`src/rtl/drum_audio_out_pkg.sv`:
```
// Shared defaults for the drum-mesh audio output path.
// Amplitudes are signed two's complement Q1.(DATA_W-1) fractions, the same format as alpha/delta.
package drum_audio_out_pkg;
   localparam int          DATA_W_DEF  = 32;
   localparam int          AUDIO_W_DEF = 16;
   localparam logic [15:0] AUDIO_MAX   = 16'h7FFF;
   localparam logic [15:0] AUDIO_MIN   = 16'h8000;
endpackage

```
`src/rtl/audio_sample_fifo.sv`:
```
// Synchronous first-word-fall-through sample FIFO with async active-low reset.
module audio_sample_fifo #(
   parameter int WIDTH = 16,
   parameter int DEPTH = 8
) (
   input  logic                   clk_i,
   input  logic                   rst_ni,
   input  logic                   push_i,
   input  logic                   pop_i,
   input  logic [WIDTH-1:0]       data_i,
   output logic [WIDTH-1:0]       data_o,
   output logic                   full_o,
   output logic                   empty_o,
   output logic [$clog2(DEPTH):0] count_o
);
   localparam int AW = $clog2(DEPTH);
   localparam int CW = AW + 1;

   logic [WIDTH-1:0] mem_q [DEPTH];
   logic [AW-1:0]    wr_ptr_q, rd_ptr_q;
   logic [CW-1:0]    count_q, count_d;
   logic             wr, rd;

   assign full_o  = (count_q == CW'(DEPTH));
   assign empty_o = (count_q == '0);
   assign count_o = count_q;
   // When full, a same-cycle pop frees the slot the write lands in.
   assign wr      = push_i & (~full_o | pop_i);
   assign rd      = pop_i & ~empty_o;
   assign data_o  = empty_o ? '0 : mem_q[rd_ptr_q];

   always_comb begin
      count_d = count_q;
      case ({wr, rd})
         2'b10:   count_d = count_q + CW'(1);
         2'b01:   count_d = count_q - CW'(1);
         default: count_d = count_q;
      endcase
   end

   always_ff @(posedge clk_i or negedge rst_ni) begin
      if (!rst_ni) begin
         wr_ptr_q <= '0;
         rd_ptr_q <= '0;
         count_q  <= '0;
      end else begin
         if (wr) wr_ptr_q <= wr_ptr_q + AW'(1);
         if (rd) rd_ptr_q <= rd_ptr_q + AW'(1);
         count_q <= count_d;
      end
   end

   always_ff @(posedge clk_i) begin
      if (wr) mem_q[wr_ptr_q] <= data_i;
   end
endmodule

```
`src/rtl/drum_audio_out.sv`:
```
// Captures the centre-node amplitude once per solver step, scales/saturates it to audio
// width and buffers it for the codec over a valid/ready handshake.
module drum_audio_out
   import drum_audio_out_pkg::*;
#(
   parameter int DATA_W     = DATA_W_DEF,
   parameter int AUDIO_W    = AUDIO_W_DEF,
   parameter int GAIN_SHIFT = 2,
   parameter int FIFO_DEPTH = 8
) (
   input  logic                          clk,
   input  logic                          reset,
   input  logic signed [DATA_W-1:0]      u_center,
   input  logic                          step_done,
   input  logic                          audio_ready,
   input  logic                          clear_ovf,
   output logic signed [AUDIO_W-1:0]     audio_data,
   output logic                          audio_valid,
   output logic [$clog2(FIFO_DEPTH):0]   fifo_count,
   output logic                          overflow,
   output logic [31:0]                   sample_cnt
);
   localparam int WW = DATA_W + GAIN_SHIFT;

   function automatic logic signed [AUDIO_W-1:0] scale_sat(input logic signed [DATA_W-1:0] u);
      logic signed [WW-1:0]     wide;
      logic [GAIN_SHIFT:0]      top;
      logic signed [DATA_W-1:0] s;
      wide = WW'(u) <<< GAIN_SHIFT;
      top  = wide[WW-1:DATA_W-1];
      if ((&top) || !(|top)) s = wide[DATA_W-1:0];
      else if (u[DATA_W-1])  s = {1'b1, {(DATA_W-1){1'b0}}};
      else                   s = {1'b0, {(DATA_W-1){1'b1}}};
      return s[DATA_W-1 -: AUDIO_W];
   endfunction

   logic                      step_prev_q;
   logic                      vld_p1_q, vld_p2_q;
   logic signed [DATA_W-1:0]  u_p1_q;
   logic signed [AUDIO_W-1:0] sample_p2_q;
   logic                      overflow_q, overflow_d;
   logic [31:0]               sample_cnt_q, sample_cnt_d;
   logic                      capture, pop, push_ok, full, empty;
   logic [AUDIO_W-1:0]        fifo_head;

   assign capture = step_done & ~step_prev_q;
   assign pop     = audio_valid & audio_ready;
   assign push_ok = vld_p2_q & (~full | pop);

   always_comb begin
      sample_cnt_d = sample_cnt_q + 32'(push_ok);
      overflow_d   = overflow_q;
      if (clear_ovf) overflow_d = 1'b0;
      if (vld_p2_q && full && !pop) overflow_d = 1'b1;
   end

   always_ff @(posedge clk or negedge reset) begin
      if (!reset) begin
         step_prev_q  <= 1'b0;
         vld_p1_q     <= 1'b0;
         vld_p2_q     <= 1'b0;
         overflow_q   <= 1'b0;
         sample_cnt_q <= '0;
      end else begin
         step_prev_q  <= step_done;
         vld_p1_q     <= capture;
         vld_p2_q     <= vld_p1_q;
         overflow_q   <= overflow_d;
         sample_cnt_q <= sample_cnt_d;
      end
   end

   // Stage 1: capture amplitude; stage 2: scale and saturate
   always_ff @(posedge clk) begin
      if (capture) u_p1_q <= u_center;
      sample_p2_q <= scale_sat(u_p1_q);
   end

   // Stage 3: buffer for the codec
   audio_sample_fifo #(
      .WIDTH (AUDIO_W),
      .DEPTH (FIFO_DEPTH)
   ) u_fifo (
      .clk_i   (clk),
      .rst_ni  (reset),
      .push_i  (vld_p2_q),
      .pop_i   (audio_ready),
      .data_i  (sample_p2_q),
      .data_o  (fifo_head),
      .full_o  (full),
      .empty_o (empty),
      .count_o (fifo_count)
   );

   assign audio_data  = fifo_head;
   assign audio_valid = ~empty;
   assign overflow    = overflow_q;
   assign sample_cnt  = sample_cnt_q;
endmodule
```
`config.mk`:
```
export PLATFORM = sky130hd
export DESIGN_NAME = drum_audio_out
export DESIGN_NICKNAME = d
export VERILOG_FILES = /design/src/rtl/drum_audio_out_pkg.sv /design/src/rtl/audio_sample_fifo.sv /design/src/rtl/drum_audio_out.sv
export SDC_FILE = /design/constraint.sdc
export NUM_CORES = 1
export LEC_CHECK = 0
export ABC_CLOCK_PERIOD_IN_PS = 3800
export BUFFER_PORTS_ARGS = -buffer_cell sky130_fd_sc_hd__buf_2
export CAP_MARGIN = 20
export CORE_UTILIZATION = 58
export CTS_BUF_LIST = sky130_fd_sc_hd__clkbuf_8
export CTS_CLUSTER_DIAMETER = 60
export DETAILED_ROUTE_END_ITERATION = 8
export GPL_TIMING_DRIVEN = 0
export PLACE_DENSITY = 0.83
export SLEW_MARGIN = 40
export SYNTH_ARGS = -nofsm -noshare
export SYNTH_HDL_FRONTEND = slang
export SYNTH_HIERARCHICAL = 1
export SYNTH_SLANG_ARGS = --single-unit
```
`constraint.sdc`:
```
create_clock -name clk -period 3.8 [get_ports clk]
set_input_delay 0.76 -clock clk [delete_from_list [all_inputs] [get_ports clk]]
set_output_delay 0.76 -clock clk [all_outputs]
set_load 0.02 [all_outputs]
```
* After elaboration in Yosys (flattened, before gate mapping)
Memory sizes are Yosys's and may differ from the RTL's.
Index checks and enable logic that the tools add are counted.
** Storage, ports and cells
- Memories :: 1
- Flip-flop bits (word level) :: 94
- Logic and storage cells :: 46
- Memory bits (writable) :: 128
- Input bits :: 37
- Output and inout port bits :: 54
** Memory list
- u_fifo.mem_q :: depth 8, width 16, read ports 1, clocked after memory_dff 0, write ports 1, RTL line audio_sample_fifo.sv:19 : logic [WIDTH-1:0] mem_q [DEPTH];
** Cells by class
- Multiplexer cells :: 8
- Eq/ne operators :: 3
- Bitwise operators :: 9
- Add/sub/neg operators :: 5
- Reduce and logical (&&, ||, !) cells :: 10
** Operator list (count)
- 2-to-1 mux 32 bit :: 2
- adder 32 x 1 -> 32 bit :: 1
- 2-to-1 mux 16 bit :: 1
- one-hot mux 4 bit (2 select lines) :: 1
- adder 3 x 1 -> 3 bit (second input constant) :: 2
- adder 4 x 1 -> 4 bit (second input constant) :: 1
- bitwise AND 1 bit :: 4
- equality test 4 bit (second input constant) :: 1
- zero test 4 bit :: 1
- 2-to-1 mux 1 bit :: 4
- nonzero test 2 bit :: 2
- subtractor 4 x 1 -> 4 bit (second input constant) :: 1
- NOT 1 bit :: 3
- AND reduction 3 bit :: 1
- OR reduction 3 bit :: 1
- equality test 2 x 1 -> 1 bit (second input constant) :: 1
- equality test 2 bit (second input constant) :: 1
- logical AND 1 bit :: 2
- zero test 1 bit :: 2
- bitwise OR 1 bit :: 2
- logical OR 1 bit :: 1

* Longest topological paths before layout
- Depth in word-level cells :: 6
- Depth in mapped cells :: 11
- Depth with buffers taken out :: 10

* Hierarchy
Netlist, hierarchy kept.
** Modules (own cells, without submodules)
- audio_sample_fifo :: times used 1, seq. area each 4093.9 um^2, cells each 250, area an instance 5434.0 um^2
- drum_audio_out :: times used 1, seq. area each 1761.7 um^2, cells each 256, area an instance 2801.4 um^2

* Least setup slack after synthesis
Ideal clock, no wire load.
- Path kind :: register to register
- Start :: register u_fifo.count_q[0], in the netlist u_fifo/count_o[0]
- End :: memory u_fifo.mem_q[0][0], enable pin
- Stages on the path, launching flop included :: 4
- Arrival :: 2480 ps
- Library setup time :: 430 ps
- Data required time :: 3370 ps
- Buffers on the path :: 0
- Clock period less this slack :: 2910 ps
- Path slack :: 890 ps
- Cells stage by stage :: dfrtp_1 -> or4b_4 -> o21ai_4 -> nor4_1
** Between the ends
- Word-level cells in the longest chain between the ends :: 6
** Ends and longest elaborated chain
- from (decl) :: RTL line audio_sample_fifo.sv:21 : logic [CW-1:0] count_q, count_d;
- from (signal assigned) :: RTL line audio_sample_fifo.sv:49 : count_q <= count_d;
- equality test 4 bit :: RTL line audio_sample_fifo.sv:24 : assign full_o = (count_q == CW'(DEPTH));
- NOT 1 bit :: RTL line audio_sample_fifo.sv:28 : assign wr = push_i & (~full_o | pop_i);
- bitwise OR 1 bit :: RTL line audio_sample_fifo.sv:28
- bitwise AND 1 bit :: RTL line audio_sample_fifo.sv:28
- 2-to-1 mux 1 bit :: RTL line audio_sample_fifo.sv:54 : if (wr) mem_q[wr_ptr_q] <= data_i;
- 2-to-1 mux 1 bit (not written as such) :: RTL line audio_sample_fifo.sv:54
- to (decl) :: RTL line audio_sample_fifo.sv:19
No other way between the ends.

* Final worst setup path
- Start :: register u_fifo.rd_ptr_q[1]
- End :: output port audio_data[13]
** Between the ends
- Word-level cells in the longest chain between the ends :: 2
** Ends and longest elaborated chain
- from (decl) :: RTL line audio_sample_fifo.sv:20 : logic [AW-1:0] wr_ptr_q, rd_ptr_q;
- from (signal assigned) :: RTL line audio_sample_fifo.sv:48 : if (rd) rd_ptr_q <= rd_ptr_q + AW'(1);
- memory read (8 x 16 bit)
- 2-to-1 mux 16 bit :: RTL line audio_sample_fifo.sv:30 : assign data_o = empty_o ? '0 : mem_q[rd_ptr_q];
- to (decl) :: RTL line drum_audio_out.sv:17 : output logic signed [AUDIO_W-1:0] audio_data,
No other way between the ends.

==> impl_metrics.tcl <==
set metrics [dict create \
    gp_congestion 0.7943 \
    routed-via-count 4732 \
    layoutNonFillerInstCount 829 \
    grt-ovfl-total 0 \
    synth_cells 506 \
    final_slew_violations 0 \
    worst_ir_drop_vdd_uv 269.1 \
    drcViolationCount 0 \
    post_drt_via_cell_ratio 5.708 \
    synth-edff-count 146 \
    grt_pass1_vias 4875 \
    synth_top_area_share_pct 53.24 \
    post-place-cells 773 \
    yosys_warnings 6 \
    die_h_um 121.2 \
    cts_root_buf "sky130_fd_sc_hd__clkbuf_8" \
    grt_first_pass_wirelength_um 24390 \
    floorplan.initialDensity_pct 59.33 \
    worstHoldPathType "in2async" \
    worstPathArrival_ns 2.66 \
    synth_top_family_by_area "multiplexers" \
    synth_cell_types 49 \
    first_pass_iters 4 \
    postSynth.topFlopCell "sky130_fd_sc_hd__edfxtp_1" \
    final_area_um2 9550 \
    power.density_cell_area_nw_per_um2 659.4 \
    antenna-diode-count 0 \
    synth_area_leader_cell "sky130_fd_sc_hd__edfxtp_1" \
    number_of_register_bits_inferred_by_synthesis 208 \
    synthXorXnorAreaFrac_pct 3.935 \
    tritoncts_num_sinks 208 \
    placeableCoreArea_um2 13880 \
    synth-simple-area-share_pct 9.253 \
    muxShareOfSynthArea_pct 9.328 \
    critical-path-max-stage-delay_ns 0.65 \
    total_half_perimeter_wirelength_after_legalization_and_detailed_placement_um 10490 \
    timing.setup.critical_path_class "reg2out" \
    rr_worst_depth 6 \
    port_buffers 76 \
    cts_setup_buffers 0 \
    synthAdderAreaFrac_pct 1.215 \
    cts_resized 0 \
    fmax_mhz 292.2 \
    rr_endpoint "u_fifo/count_o[3]$_DFFE_PN0P_" \
    n_fill_cell 895 \
    drive_gt1_share_pct 28.81 \
    place_area_um2 8960 \
    cts_htree_levels 1 \
    route.final.wire_length_um 15650 \
    tritoncts_clock_tree "yes" \
    cts_buffers 30 \
    r2r_start "u_fifo/count_o[2]$_DFFE_PN0P_" \
    synth_area_leaders "sky130_fd_sc_hd__edfxtp_1 (53%), sky130_fd_sc_hd__dfrtp_1 (14%), sky130_fd_sc_hd__mux4_2 (8.8%)" \
    first_iter_violations 256 \
    max_slew.worst_pin.slew_ns 0.7926 \
    start_kind "register" \
    postSynthAreaPerCell_um2 16.28 \
    drt.antenna.violating_nets 0 \
    total_die_area_um2 14680 \
    syn-num-nets 551 \
    critical_path.slowest_cell "sky130_fd_sc_hd__clkbuf_1" \
    fin_worst_skew_ns 0.02258 \
    cts-hold-fix-buffers 0 \
    area_growth_syn_to_layout_pct 15.97 \
    grt_antenna_before_repair 0 \
    timing.reg2reg.setup_slack_ns 0.76 \
    hold_viol_final 0 \
    synthArstFlopShare_pct 22.12 \
    grt_setup_unrepaired "false" \
    run_status "completed" \
    layout_worst_path_cycle_share_pct 90.05 \
    totalNegativeSetupSlack_ns 0 \
    critical_path.max_fanout 10 \
    leakagePower_nw 3.707 \
    post_synth_instance_area_um2 8235 \
    synth_compound_gate_area_share_pct 3.692 \
    worstPathCellList "buf_1 -> clkbuf_1 -> mux4_2 -> a22o_1 -> buf_2" \
    insertion_delay_ns 0.55 \
    finalNetCount 670 \
    post-route-min-period_ns 3.422 \
    groute.usage.overall_pct 21.97 \
    floorplan.die.width_um 121.2 \
    drt-wirelength-per-cell_um 18.88 \
    clkTransAtPathRegs_ns 0.07 \
    timing.final.setup_violations 0 \
    timing.max_slew.rel_slack_pct 47.16 \
    timing.max_cap.violations 0 \
    number_of_buffers_on_the_longest_clock_path 3 \
    maximum_number_of_pins_on_one_net_before_global_route_repair 47 \
    ys_seq_area_share_pct 71.10 \
    crit_end_category "output port" \
    floorplan.io_pins 91 \
    worst_endpoint_required_time_ns 3.04 \
    placement_rows 43 \
]
==> layer usage <==
metal | track usage, % | up-vias | wire length [µm]
met5 | 0 | - | 0
met4 | 8.951 | 0 | 425
met3 | 3.477 | 30 | 1014
met2 | 37.93 | 177 | 8023
met1 | 27.85 | 2364 | 6189
li1 | - | 2161 | -
==> critical path: cells and delay by family, from the launching register on <==
kind / cells / cell delay, ns
flip-flops: 1 / 0.35
multiplexers: 1 / 0.43
AO/OA/AOI/OAI: 1 / 0.23
buffers and inverters: 3 / 1.12
==> logic make-up (layout without fill, tap and decap cells) <==
logic type                 after synthesis  after routing
AOI/OAI and AO/OA                       42             42
buffers and inverters                   29            172
xor gates and xnor gates                37             37
and+or+nand+nor                        146            146
muxes                                   36             36
adders and majority gates                8              8
DFF                                    208            208
==> state kept, by name, summed over array words and instances (netlist names) <==
| register | count |
|---|---|
| u_p1_q | 18 |
| u_fifo/mem_q | 128 |
| u_fifo/count_o | 4 |
| step_prev_q | 1 |
| sample_cnt | 32 |
| overflow | 1 |
| u_fifo/rd_ptr_q | 3 |
| sample_p2_q | 16 |
| vld_p2_q | 1 |
| u_fifo/wr_ptr_q | 3 |
| vld_p1_q | 1 |
==> layout by cell type, fill, tap and decap left out, drive strengths merged, types with 2 or more instances in the layout <==
cell,n
or4b,2
nand4,12
o211ai,2
buf,94
clkbuf,48
nor2b,4
nand2b,2
a21oi,16
ha,8
xor2,10
dfrtp,46
and2,2
edfxtp,146
xnor2,27
dfxtp,16
inv,25
nor3,9
nand3,15
a22o,16
clkinv,4
mux4,32
nand2,25
nand3b,2
o21ai,2
mux2,3
and3,5
nor2,57
nor4,6
==> metrics by stage <==
step | setup slack (ns) | hold slack [ns] | utilization, % | power, mW
5_1_grt | 0.2392 | 0.2494 | 68.80 | 6.584
4_1_cts | 0.3236 | 0.2294 | 68.77 | 6.355
6_report | 0.3782 | 0.2212 | 68.80 | 6.297
3_3_place_gp | -0.4050 | 0.3624 | 63.69 | 4.571
2_1_floorplan | 0.8896 | 0.3312 | - | 4.107
3_5_place_dp | 0.7990 | 0.3575 | 64.55 | 4.690
==> how the worst max path moves through the flow <==
stage	start	end	slack [ns]
2_1_floorplan	u_fifo/count_o[0]$_DFFE_PN0P_	u_fifo/mem_q[0][0]$_DFFE_PP_	0.89
6_report	u_fifo/rd_ptr_q[1]$_DFFE_PN0P_	audio_data[13]	0.38
3_5_place_dp	u_fifo/count_o[2]$_DFFE_PN0P_	u_fifo/count_o[3]$_DFFE_PN0P_	0.80
5_1_grt	u_fifo/count_o[2]$_DFFE_PN0P_	audio_data[12]	0.24
4_1_cts	u_fifo/rd_ptr_q[1]$_DFFE_PN0P_	audio_data[13]	0.32
3_3_place_gp	audio_ready	u_fifo/mem_q[0][11]$_DFFE_PP_	-0.41
==> cell usage after synthesis (all sizes together), types with 7 or more instances <==
cell and number:
nor2 57, dfrtp 46, ha 8, dfxtp 16, clkbuf 14, edfxtp 146
nand4 12, xnor2 27, inv 8, xor2 10, nand2 25, buf 7
a22o 16, nor3 9, a21oi 16, nand3 15, mux4 32
==> report_power, final <==
part           internal, mW  switching [mW]
clock network         0.886           0.777
registers              2.66           0.191
logic                 0.779            1.01
==> area by class of cell <==
type	count	area, µm²	area share (%)
multi-input combinational	269	2315	24.24
inverter	8	30.03	0.3144
clock inverter	22	117.6	1.231
clock buffer	34	467.9	4.900
buffer	21	91.34	0.9564
sequential	208	5856	61.31
tap	180	225.2	2.358
timing repair buffer	87	447.9	4.690
Note: power is estimated with default switching activity, not from simulation.
